[src/rtl/lpmul_iter.sv]
// rtl/lpmul_iter.sv - iterative signed/unsigned W x W multiplier with optional saturation
module lpmul_iter #(
  parameter int W    = 8,
  parameter int STEP = 1
) (
  input  logic           clk,
  input  logic           rstn,
  input  logic           in_valid,
  output logic           in_ready,
  input  logic [W-1:0]   op_a,
  input  logic [W-1:0]   op_b,
  input  logic           sign,
  input  logic           sat,
  output logic           out_valid,
  input  logic           out_ready,
  output logic [2*W-1:0] res,
  output logic           sat_flag
);

  localparam int N  = W / STEP;
  localparam int CW = $clog2(W) + 1;
  localparam logic [CW-1:0] LAST = CW'(N - 1);

  localparam logic [2*W-1:0] HALF    = {{W{1'b0}}, 1'b1, {(W-1){1'b0}}};
  localparam logic [2*W-1:0] FULL    = {{(W-1){1'b0}}, 1'b1, {W{1'b0}}};
  localparam logic [2*W-1:0] POS_LIM = HALF - 1'b1;
  localparam logic [2*W-1:0] NEG_LIM = ~HALF + 1'b1;
  localparam logic [2*W-1:0] U_MAX   = FULL - 1'b1;

  typedef enum logic [1:0] {IDLE, BUSY, DONE} state_t;

  state_t         state;
  logic [2*W-1:0] acc;
  logic [2*W-1:0] a_sh;
  logic [W-1:0]   b_sh;
  logic [CW-1:0]  cnt;
  logic           neg_q;
  logic           sign_q;
  logic           sat_q;

  logic [W-1:0]   mag_a_in;
  logic [W-1:0]   mag_b_in;
  logic [2*W-1:0] slice_ext;
  logic [2*W-1:0] acc_next;
  logic [2*W-1:0] neg_p;
  logic [2*W-1:0] res_n;
  logic           flag_n;

  assign in_ready = (state == IDLE);

  // The most negative operand negates onto itself, which is exactly its unsigned magnitude.
  assign mag_a_in = (sign && op_a[W-1]) ? (~op_a + 1'b1) : op_a;
  assign mag_b_in = (sign && op_b[W-1]) ? (~op_b + 1'b1) : op_b;

  assign slice_ext = {{(2*W-STEP){1'b0}}, b_sh[STEP-1:0]};
  assign acc_next  = acc + a_sh * slice_ext;
  assign neg_p     = ~acc_next + 1'b1;

  always_comb begin
    res_n  = acc_next;
    flag_n = 1'b0;
    if (!sat_q) begin
      res_n = neg_q ? neg_p : acc_next;
    end else if (sign_q && !neg_q) begin
      if (acc_next >= HALF) begin
        res_n  = POS_LIM;
        flag_n = 1'b1;
      end
    end else if (sign_q && neg_q) begin
      if (acc_next > HALF) begin
        res_n  = NEG_LIM;
        flag_n = 1'b1;
      end else begin
        res_n = neg_p;
      end
    end else if (acc_next >= FULL) begin
      res_n  = U_MAX;
      flag_n = 1'b1;
    end
  end

  always_ff @(posedge clk or negedge rstn) begin
    if (!rstn) begin
      state     <= IDLE;
      acc       <= '0;
      a_sh      <= '0;
      b_sh      <= '0;
      cnt       <= '0;
      neg_q     <= 1'b0;
      sign_q    <= 1'b0;
      sat_q     <= 1'b0;
      out_valid <= 1'b0;
      res       <= '0;
      sat_flag  <= 1'b0;
    end else begin
      case (state)
        IDLE: begin
          if (in_valid) begin
            a_sh   <= {{W{1'b0}}, mag_a_in};
            b_sh   <= mag_b_in;
            acc    <= '0;
            cnt    <= '0;
            neg_q  <= sign & (op_a[W-1] ^ op_b[W-1]);
            sign_q <= sign;
            sat_q  <= sat;
            state  <= BUSY;
          end
        end
        BUSY: begin
          acc  <= acc_next;
          a_sh <= a_sh << STEP;
          b_sh <= b_sh >> STEP;
          cnt  <= cnt + 1'b1;
          if (cnt == LAST) begin
            cnt       <= '0;
            res       <= res_n;
            sat_flag  <= flag_n;
            out_valid <= 1'b1;
            state     <= DONE;
          end
        end
        DONE: begin
          if (out_ready) begin
            out_valid <= 1'b0;
            state     <= IDLE;
          end
        end
        default: state <= IDLE;
      endcase
    end
  end

endmodule

[config.mk]
export PLATFORM = sky130hd
export DESIGN_NAME = lpmul_iter
export DESIGN_NICKNAME = d
export VERILOG_FILES = /design/src/rtl/lpmul_iter.sv
export SDC_FILE = /design/constraint.sdc
export NUM_CORES = 1
export LEC_CHECK = 0
export ABC_AREA = 1
export CORE_MARGIN = 2
export CORE_UTILIZATION = 60
export CTS_BUF_LIST = sky130_fd_sc_hd__clkbuf_2 sky130_fd_sc_hd__clkbuf_4 sky130_fd_sc_hd__clkbuf_8
export CTS_CLUSTER_SIZE = 40
export DETAILED_ROUTE_END_ITERATION = 8
export PLACE_DENSITY_LB_ADDON = 0.08
export SLEW_MARGIN = 30
export SYNTH_ARGS = -nofsm -noshare
export SYNTH_HDL_FRONTEND = slang
export SYNTH_SLANG_ARGS = --single-unit
[constraint.sdc]
create_clock -name clk -period 3.3 [get_ports clk]
set_input_delay 0.66 -clock clk [delete_from_list [all_inputs] [get_ports clk]]
set_output_delay 0.66 -clock clk [all_outputs]
set_load 0.02 [all_outputs]
==> results.md <==
- Outcome: completed
- Max Clock Skew: roughly 0.014 ns
- Synth Register Bits: 67
- Mapped cell area: between 0.005 and 0.006 sq mm
- Area contributors post-synth: dfrtp_1, nand2_1, inv_1, o21ai_0, ha_1
- Req. time, crit path: 3.53 ns
- Crit. End Element: flip-flop
- Crit path top cell by count: nand2_1
- Slew headroom: approximately 47%
- Detailed-placement wirelength estimate: around 10000 um
- Post-route setup slack: approximately 0.22 ns
- Post-CTS Setup Bufs: 0
- Vias post-DR: ~4800
- Fillers: just over 700
- Setup TNS: 0 ns
- Die width: 95.9 um
- Cell area power density: between 1000 and 1500 mW/mm^2
- Post-synthesis sequential area ratio: around 33%
- Total GRT Usage: 29.7%
- Die Y: approximately 96 um
- TritonCTS clock tree: built
- Main synth FF type: dfrtp_1
- Nets: around 820
- Number of nets still failing antenna checks after routing: 0
- Row count: 33
- Logic pwr share: 65.2%
- Pre-CTS worst setup slack: between 0.15 and 0.2 ns
- Min cycle time layout: around 3.1 ns
- First-pass DRT Iterations: 5
- CTS max path bufs: 2
- Async S/R FF share, synth: 100%
- Area grow syn2layout: 14.6%
- Crit path cell chain: nand2_1, inv_1, ha_1, fa_1, xor2_1, nor3_1, nand3_2, nor2_2, nand3_2, nor2_4, nand2_1, o211ai_2, nand2_1, nand2_1, nand2_1
- Clock Power Share: a little under an eighth
- Skew-Pair Late Insertion Delay: approximately 0.36 ns
- Vias per inst: about 5.5
- Synth unique cells: 43
- CP arrival: approximately 3.3 ns
- Die ar.: 0.00919 sq mm
- Clock sinks: 67
- Core area: just over 0.008 sq mm
- Net Switching: 0.00331 W
- I/O Buffers: 40
- First-pass GRT wire length: between 20000 and 25000 um
- Htree depth: 3
- Finish-stage setup viols: 0
- Initial antenna violation count: 0
- Power Internal: about 0.0030 W
- Slowest-stage cell, CP: fa_1
- Sw Share: roughly 53%
- Sequential Power Share: 23.2%
- Max-Cap Viols: 0
- Cell leakage power: about 3 nW
- Synth top area share: around 33%
- Top cells by count, synth: nand2_1, inv_1, dfrtp_1
- Peak VDD IR: between 400 and 500 uV
- Crit path launch type: flip-flop
- # IOs: between 40 and 50
- Post-synth EDFFs: 0
- Count of pins over their slew limit: 0
- Fin. Hold Viols: 0
- Hold buffers post-CTS: 0
- Initial Utilization: slightly above 60%
- TritonCTS Buffers: 9
- Vias in the first global route: between 4000 and 5000
- Clock transition at path regs: about 0.09 ns
- Largest net degree at the start of global routing: 37
- Root Buffer: clkbuf_8
- WS Path Type: flip-flop to flip-flop
- Detailed-route DRC error count: 0
- Highest clock rate: between 0.3 and 0.4 GHz
- Cell taking the most area after synthesis: dfrtp_1
- Final period util: slightly above 90%
- Routed WL per cell: about 15 um
- DRT iter0 DRCs: 311
- Grt ovf: 0
- Mean Syn Cell Area: approximately 6.9 sq um
- Worst slew pin tran: just under 0.8 ns
- Unrepaired setup endpoints after global routing: false
- Most numerous cell in the Yosys netlist: nand2_1
- Syn Nets: just under 800
- Hold WC Path Type: input pin to async pin
- Slowest cell delay on critical path: 0.47 ns
- Crit path max fanout: 4
- Mapped Cells: 731
- Layout cells sized above 1: a little over a tenth
- Placer Congestion: about 0.94
- Yosys Warn Count: 0
- Total wire length: between 10000 and 15000 um
- Antenna cell count: 0
## stage by stage
step	std cells	util [%]	cell area, sq um	power [W]	hold slack, ns
3_5_place_dp	867	68.1	5590	0.00551	0.474
2_1_floorplan	731	-	5060	0.00440	0.364
6_report	883	70.6	5800	0.00628	0.216
5_1_grt	883	70.6	5800	0.00684	0.241
4_1_cts	883	70.5	5800	0.00626	0.231
3_3_place_gp	867	68.1	5590	0.00540	0.465
## kinds of logic after synthesis
logic type / share of synthesized area [%]
XOR/XNOR: 4.45
AND/OR/NAND/NOR: 34.7
buffers and inverters: 9.59
adder cells (fa/ha/maj): 5.09
AO/OA/AOI/OAI: 13.1
flip-flops: 33.1
## worst max-delay path: cells and delay by family (launching register included)
family / cells / cell delay (ns)
simple gates: 10 / 1.32
xor+xnor: 1 / 0.23
compound gates: 1 / 0.23
buf+inv: 1 / 0.06
fa+ha+maj: 2 / 0.71
flops: 1 / 0.39
## placed cells by master (no fill, tap or decap), types with 6 or more instances in the layout
cell / Yosys / routed
o21bai_1: 6 / 6
nand3_1: 40 / 40
nor2_1: 52 / 51
clkdlybuf4s50_1: 0 / 39
o22ai_1: 9 / 9
clkbuf_8: 0 / 10
a21oi_1: 25 / 25
xor2_1: 13 / 12
o21ai_0: 48 / 48
nand2_2: 16 / 16
nand3_2: 11 / 11
nand4_1: 10 / 10
ha_1: 19 / 19
a22oi_1: 11 / 11
nor3_1: 7 / 7
xnor2_1: 9 / 9
nor2_2: 5 / 6
nand2_1: 224 / 224
buf_4: 2 / 9
inv_1: 98 / 98
dfrtp_1: 67 / 67
## registers in the layout, summed over array words and instances (netlist names)
| signal | cells |
|---|---|
| state | 2 |
| sign_q | 1 |
| cnt | 4 |
| sat_flag | 1 |
| a_sh | 16 |
| acc | 16 |
| neg_q | 1 |
| out_valid | 1 |
| res | 16 |
| b_sh | 8 |
| sat_q | 1 |
## power by group through the flow
stage                     logic [W]  clock network [W]  registers [W]
after global placement      0.00395                  0        0.00145
after floorplan             0.00289                  0        0.00152
after detailed placement    0.00404                  0        0.00147
after CTS                   0.00407           0.000735        0.00145
after global routing        0.00457           0.000770        0.00150
final                       0.00410           0.000726        0.00146
## path summary, 6_finish.rpt
path	startpoint	end	slack, ns	cells after the start
setup / recovery	b_sh[0]	res[11]	0.22	15
max in group asynchronous	rstn	out_valid	2.49	2
min in group clk	res[7]	res[7]	0.49	2
setup reg to reg	b_sh[0]	res[11]	0.22	15
hold / removal	rstn	acc[4]	0.22	1
hold reg to reg	res[7]	res[7]	0.49	2
## layer usage
metal / track usage (%) / part of all wire [%] / vias to the layer above
met5: 0 / 0 / -
met4: 11.5 / 2.1 / 0
met3: 5.56 / 5.7 / 24
met2: 50.6 / 49 / 138
met1: 37.4 / 44 / 2252
li1: - / - / 2432
## cell type report
class                           instances  area, sq um  area share, %
Clock inverter                          6         63.8           1.10
Timing Repair Buffer                   50          483           8.32
Clock buffer                           10          138           2.37
Inverter                              106          400           6.90
Sequential cell                        67         1680           28.9
Tap cell                              105          131           2.26
Multi-Input combinational cell        539         2910           50.2
## repair_timing
item                                   CTS  global route
endpoints found under the hold margin    0             0
setup endpoints to repair                0             7
gates resized for setup                  0             1
No activity file was read; power rests on OpenSTA's default activity.
